`src/rtl/ms_apb_pkg.sv`:
```
// Shared definitions for the APB master: FSM state encoding and the default
// ACCESS-phase timeout.
package ms_apb_pkg;

    typedef enum logic [1:0] {
        ST_IDLE   = 2'd0,
        ST_SETUP  = 2'd1,
        ST_ACCESS = 2'd2,
        ST_RESP   = 2'd3
    } apb_state_e;

    localparam logic [15:0] DEFAULT_TIMEOUT = 16'd256;

endpackage

```
`src/rtl/ms_apb_master.sv`:
```
// Single-outstanding APB master: takes one command, runs SETUP/ACCESS on the
// bus, and holds a response until it is consumed. Optional ACCESS timeout.
module ms_apb_master
    import ms_apb_pkg::*;
#(
    parameter logic [15:0] TIMEOUT = DEFAULT_TIMEOUT
) (
    input  logic        PCLK,
    input  logic        PRESET,

    input  logic        cmd_valid,
    output logic        cmd_ready,
    input  logic        cmd_write,
    input  logic [31:0] cmd_addr,
    input  logic [31:0] cmd_wdata,

    output logic        rsp_valid,
    input  logic        rsp_ready,
    output logic [31:0] rsp_rdata,
    output logic        rsp_err,
    output logic        rsp_timeout,

    output logic        PSEL,
    output logic        PENABLE,
    output logic        PWRITE,
    output logic [31:0] PADDR,
    output logic [31:0] PWDATA,
    input  logic [31:0] PRDATA,
    input  logic        PREADY,
    input  logic        PSLVERR,

    output logic        busy
);

    apb_state_e  state;
    logic [15:0] wait_count;
    logic [15:0] count_next;

    // The timeout fires in the ACCESS cycle whose increment would reach
    // TIMEOUT, so the ACCESS phase lasts exactly TIMEOUT cycles.
    assign count_next = wait_count + 16'd1;

    assign cmd_ready = (state == ST_IDLE);
    assign busy      = (state != ST_IDLE);

    always_ff @(posedge PCLK or posedge PRESET) begin
        if (PRESET) begin
            state       <= ST_IDLE;
            wait_count  <= 16'd0;
            PSEL        <= 1'b0;
            PENABLE     <= 1'b0;
            PWRITE      <= 1'b0;
            PADDR       <= 32'd0;
            PWDATA      <= 32'd0;
            rsp_valid   <= 1'b0;
            rsp_rdata   <= 32'd0;
            rsp_err     <= 1'b0;
            rsp_timeout <= 1'b0;
        end else begin
            case (state)
                ST_IDLE: begin
                    if (cmd_valid) begin
                        PWRITE  <= cmd_write;
                        PADDR   <= cmd_addr;
                        PWDATA  <= cmd_wdata;
                        PSEL    <= 1'b1;
                        PENABLE <= 1'b0;
                        state   <= ST_SETUP;
                    end
                end
                ST_SETUP: begin
                    PENABLE    <= 1'b1;
                    wait_count <= 16'd0;
                    state      <= ST_ACCESS;
                end
                ST_ACCESS: begin
                    // PREADY is checked first so a ready slave beats the timeout.
                    if (PREADY) begin
                        PSEL        <= 1'b0;
                        PENABLE     <= 1'b0;
                        rsp_valid   <= 1'b1;
                        rsp_rdata   <= PWRITE ? 32'd0 : PRDATA;
                        rsp_err     <= PSLVERR;
                        rsp_timeout <= 1'b0;
                        state       <= ST_RESP;
                    end else if ((TIMEOUT != 16'd0) && (count_next == TIMEOUT)) begin
                        PSEL        <= 1'b0;
                        PENABLE     <= 1'b0;
                        rsp_valid   <= 1'b1;
                        rsp_rdata   <= 32'd0;
                        rsp_err     <= 1'b1;
                        rsp_timeout <= 1'b1;
                        wait_count  <= count_next;
                        state       <= ST_RESP;
                    end else begin
                        wait_count <= count_next;
                    end
                end
                ST_RESP: begin
                    if (rsp_ready) begin
                        rsp_valid <= 1'b0;
                        state     <= ST_IDLE;
                    end
                end
                default: begin
                    state <= ST_IDLE;
                end
            endcase
        end
    end

endmodule

```
`config.mk`:
```
export PLATFORM = sky130hd
export DESIGN_NAME = ms_apb_master
export DESIGN_NICKNAME = d
export VERILOG_FILES = /design/src/rtl/ms_apb_pkg.sv /design/src/rtl/ms_apb_master.sv
export SDC_FILE = /design/constraint.sdc
export NUM_CORES = 1
export LEC_CHECK = 0
export ABC_AREA = 0
export CORE_ASPECT_RATIO = 0.9
export CORE_MARGIN = 2
export CORE_UTILIZATION = 48
export DETAILED_ROUTE_END_ITERATION = 16
export MAX_ROUTING_LAYER = met4
export PLACE_DENSITY = 0.84
export SLEW_MARGIN = 40
export SYNTH_ARGS = -nofsm -noshare
export SYNTH_HDL_FRONTEND = slang
export SYNTH_SLANG_ARGS = --single-unit
```
`constraint.sdc`:
```
create_clock -name PCLK -period 7.5 [get_ports PCLK]
set_input_delay 1.5 -clock PCLK [delete_from_list [all_inputs] [get_ports PCLK]]
set_output_delay 1.5 -clock PCLK [all_outputs]
set_load 0.05 [all_outputs]
```
# Word-level counts from Yosys, hierarchy flattened
# Cells that the tools add are included.
# Widths: inputs -> output; s select.
[totals]
output_inout_bits = 104
in_bits = 103
word_cells = 56
register_bits = 120
[classes]
n_eq_ne = 8
mux = 22
reduce_logical = 14
add_sub_neg = 1
[ops]
columns = ["op", "n"]
rows = [
  ["$mux 32", 3],
  ["$pmux 16 s2", 1],
  ["$add 16x1->16 const B", 1],
  ["$eq 16x9->1 const B", 1],
  ["$mux 16", 1],
  ["$reduce_and 3->1", 4],
  ["$reduce_bool 2->1", 5],
  ["$mux 1", 9],
  ["$mux 2", 4],
  ["$pmux 2 s4", 1],
  ["$ne 2x2->1 const B", 3],
  ["$reduce_and 2->1", 3],
  ["$eq 2x2->1 const B", 2],
  ["$pmux 1 s2", 2],
  ["$ne 3x3->1 const B", 1],
  ["$pmux 1 s3", 1],
  ["$reduce_bool 3->1", 1],
  ["$eq 2x1->1 const B", 1],
  ["$logic_not 2->1", 1],
]

# Depth between registers and ports, before layout
[logic_depth]
ltp_word = 5
ltp_mapped = 9
mapped_depth_nobuf = 7

# Worst setup path after synthesis
# OpenSTA, ideal clock, no wires.
[synth_path]
path_type = "register -> output"
startpoint = "register state[1]"
endpoint = "output busy"
t_arrival_ns = 1.398
slack_ns = 4.602
t_required_ns = 6.000
path_buffers = 0
stages_incl_launch_ff = 4
cell_sequence = "dfrtp_1 inv_1 ha_1 inv_1"
[synth_via]
elab_chain_len = 1
[synth_lines]
columns = ["element", "line_no", "source"]
rows = [
  ["from (decl)", "ms_apb_master.sv:35", "apb_state_e state;"],
  ["from (signal assigned)", "ms_apb_master.sv:48", "state <= ST_IDLE;"],
  ["from (signal assigned)", "ms_apb_master.sv:68", "state <= ST_SETUP;"],
  ["from (signal assigned)", "ms_apb_master.sv:74", "state <= ST_ACCESS;"],
  ["$reduce_bool 2->1", "ms_apb_master.sv:44", "assign busy = (state != ST_IDLE);"],
  ["to (decl)", "ms_apb_master.sv:32", "output logic busy"],
]
# No other way between the ends.

# Worst setup path after layout
# Ends and elaborated chain as after synthesis.

==> out/summary.txt <==
GR Overflow Total - 0
GRT met1 Usage - 0.289
Routed Antenna Nets - 0
CTS tree - yes
Min-Delay Path Class - flip-flop to flip-flop
status - finished clean
hold buffer count at CTS - 0
Post-synth ARST share - 1.00
Filler cells - 768
gr usage total - 0.251
initial antenna violation count - 0
Die Y - 106 µm
cell taking the most area after synthesis - dfrtp_1
number of DRC markers in iteration 0 - 364
Cells after Synth - 472
max-slew violations - 0
clk sinks - 120
Post-Synth Simple-Gate Area - 0.111
Root Driver - clkbuf_16
CP max FO - 5
crit-path leading delay family - buffers and inverters
reg2reg end - rsp_rdata[20]
Tcrit/Tclk final - 0.484
Max clock buf depth - 2
Sum Neg Setup Slack - 0 ns
hold path start - PADDR[25]
register area - 3000 µm²
Clk pin slew, worst setup/hold paths - 0.05 ns
adder-cell share of the synthesized area - 0.0134
non-filler cells, final - 836
largest net degree at the start of global routing - 67
met3 global-route usage - 0.0907
Leakage - 0.00339 µW
Worst R2R Path Depth - 8
Post-DP HPWL - 10.1 mm
main combinational cell family by area after synthesis - compound AO/OA/AOI/OAI gates
sequential share of the synthesized area - 0.537
Core ar. - 11400 µm²
Clk Latency, worst-skew pair - 0.42 ns
Cell Area, Synth - 5590 µm²
slowest CP cell - clkdlybuf4s50_1
Final setup viols - 0
RSZ-0062 raised after global routing - false
Initial Utilization - 0.491
IO Pins - 207
Post-CTS Setup Bufs - 0
Hold Path Depth - 1
Fin. Hold Viols - 0
DIE AREA - 12500 µm²
Cell Pwr Density - 502 nW/µm²
Area growth, synth to finish - 49.1%
Slew @ Worst Pin - 0.812 ns
die width - 118 µm
cells along the critical path - inv_1 -> ha_1 -> inv_1 -> clkdlybuf4s50_1
cts repair resizes - 0
Avg Cell Area, Syn - 11.8 µm²
DP Worst Slack - 4.13 ns
Setup CP Type - flip-flop to primary output
met2 usage - 0.397
post-synthesis xor/xnor area fraction - 0.00470
post-synthesis register bit count - 120
drt pass-1 iters - 5
number of global-route vias before repair - 4813
post-synthesis mux area share - 0.135
Relative slew margins - 0.459
Inst Count DP - 805
worst r2r src - wait_count[0]
crit path buf inv count - 3
Yosys top cell area share - 0.537
post-layout min period - 3.63 ns
GRT busiest layer - met2
drt total wl - 15.0 mm
final worst slack - 3.87 ns
ratio of cells with drive above 1 in the final layout - 0.221
Max-Cap Viols - 0
VDD IR max - 351 µV
Post-synth EDFFs - 0
number of port buffers - 206
CP endpoint kind - primary output
vias per cell - 5.47
hold path endpoint - PADDR[25]
routability cong. - 0.875
H-tree depth - 4
Max stage delay on crit path - 0.82 ns
Final nets - 777
synth unique cells - 52
Fmax achieved - 275 MHz
Area contributors post-synth - dfrtp_1, mux2_2, o21ai_2
Std-Cell Rows - 37
Antenna Cells - 0
Vias - 4575
final worst clock skew - 0.0114 ns
Synth Area in Compound Gates - 0.165
R2R setup slack - 4.42 ns
synth warn - 0
CTS Buf Count - 17
CP arrival - 2.13 ns
Post-synth top flop - dfrtp_1
most frequent CP cell - inv_1
WP data required - 6.00 ns
CP startpoint kind - flip-flop
area of the multi-input gates - 2410 µm²
DRC viols - 0
Syn Nets - 581
routed len/inst - 18.0 µm
first-pass GRT wire length - 24.0 mm
synthesized netlist by cell type (6+ instances only):
cell type	count
o21ai_0	31
mux2_2	65
a22oi_1	33
dfrtp_1	120
a21oi_1	6
o21ai_2	30
nor3_1	7
nand2b_1	34
nand2_1	24
clkbuf_1	22
ha_1	6
nor2_1	19
nand4_1	7
worst register-to-register path: cells and delay by family (launching register included):
family | cells | cell delay, ns
compound gates | 2 | 0.69
xor+xnor | 1 | 0.19
fa+ha+maj | 1 | 0.37
buf+inv | 1 | 0.49
flops | 1 | 0.45
simple gates | 3 | 0.74
metal layers:
metal / vias to the layer above / wire length [µm]
met5: - / 0
met4: 0 / 381
met3: 36 / 1270
met2: 207 / 7220
met1: 2224 / 6150
li1: 2108 / -
sequential cells by signal, summed over array words and instances, names as in the netlist:
name and cells:
rsp_err 1, PENABLE 1, rsp_valid 1, state 2, PWRITE 1, PWDATA 32
rsp_timeout 1, rsp_rdata 32, PADDR 32, wait_count 16, PSEL 1
cells in the final DEF (no fill, tap or decap), drive strengths merged, types with 2 or more instances in the layout:
| master | count |
|---|---|
| a21oi | 6 |
| a22o | 2 |
| a22oi | 33 |
| a31o | 2 |
| a31oi | 6 |
| buf | 5 |
| bufinv | 3 |
| clkbuf | 23 |
| clkdlybuf4s50 | 205 |
| clkinv | 4 |
| dfrtp | 120 |
| ha | 6 |
| inv | 6 |
| mux2 | 65 |
| mux2i | 2 |
| nand2 | 24 |
| nand2b | 34 |
| nand3 | 5 |
| nand4 | 8 |
| nor2 | 21 |
| nor2b | 3 |
| nor3 | 8 |
| nor4 | 3 |
| o211ai | 2 |
| o21ai | 61 |
| o311ai | 2 |
| o31a | 2 |
| o31ai | 2 |
| xor2 | 2 |
cells by family (layout without fill, tap and decap cells):
group,Yosys count,after routing
adder cells (fa/ha/maj),6,6
XOR/XNOR,3,3
multiplexers,67,67
AO/OA/AOI/OAI,126,126
flip-flops,120,120
buffers and inverters,39,247
AND/OR/NAND/NOR,111,111
final cells by class:
type / count / share of cell area
flip-flops and latches: 120 / 0.360
multi-input cells: 313 / 0.289
repair buffers: 210 / 0.251
clock buffers: 23 / 0.0597
well taps: 156 / 0.0234
clock inverters: 8 / 0.0141
inverters: 6 / 0.00300
through the flow:
stage	cell area (µm²)	hold WS, ns	utilization	power [µW]
after CTS	8330	0.505	0.732	4210
after global placement	7710	0.487	0.677	3280
final	8340	0.501	0.732	4180
after floorplan	5590	0.483	-	2590
after detailed placement	7720	0.493	0.678	3340
after global routing	8340	0.524	0.732	4360
worst max-delay path by stage:
stage                        start       endpoint  slack [ns]  cells past startpoint
after global placement      PREADY  rsp_rdata[26]        3.29                      5
after global routing      state[1]           busy        3.78                      4
after floorplan             PRESET       PADDR[0]        2.81                      1
final                     state[1]           busy        3.87                      4
after CTS                 state[1]           busy        3.86                      4
after detailed placement    PRESET   rsp_rdata[4]        4.13                      3
power by group:
group          switching, µW  internal (µW)
clock network            283            562
logic                   1420            823
registers                180            921
total                   1880           2310
No activity file was read; power rests on OpenSTA's default activity.
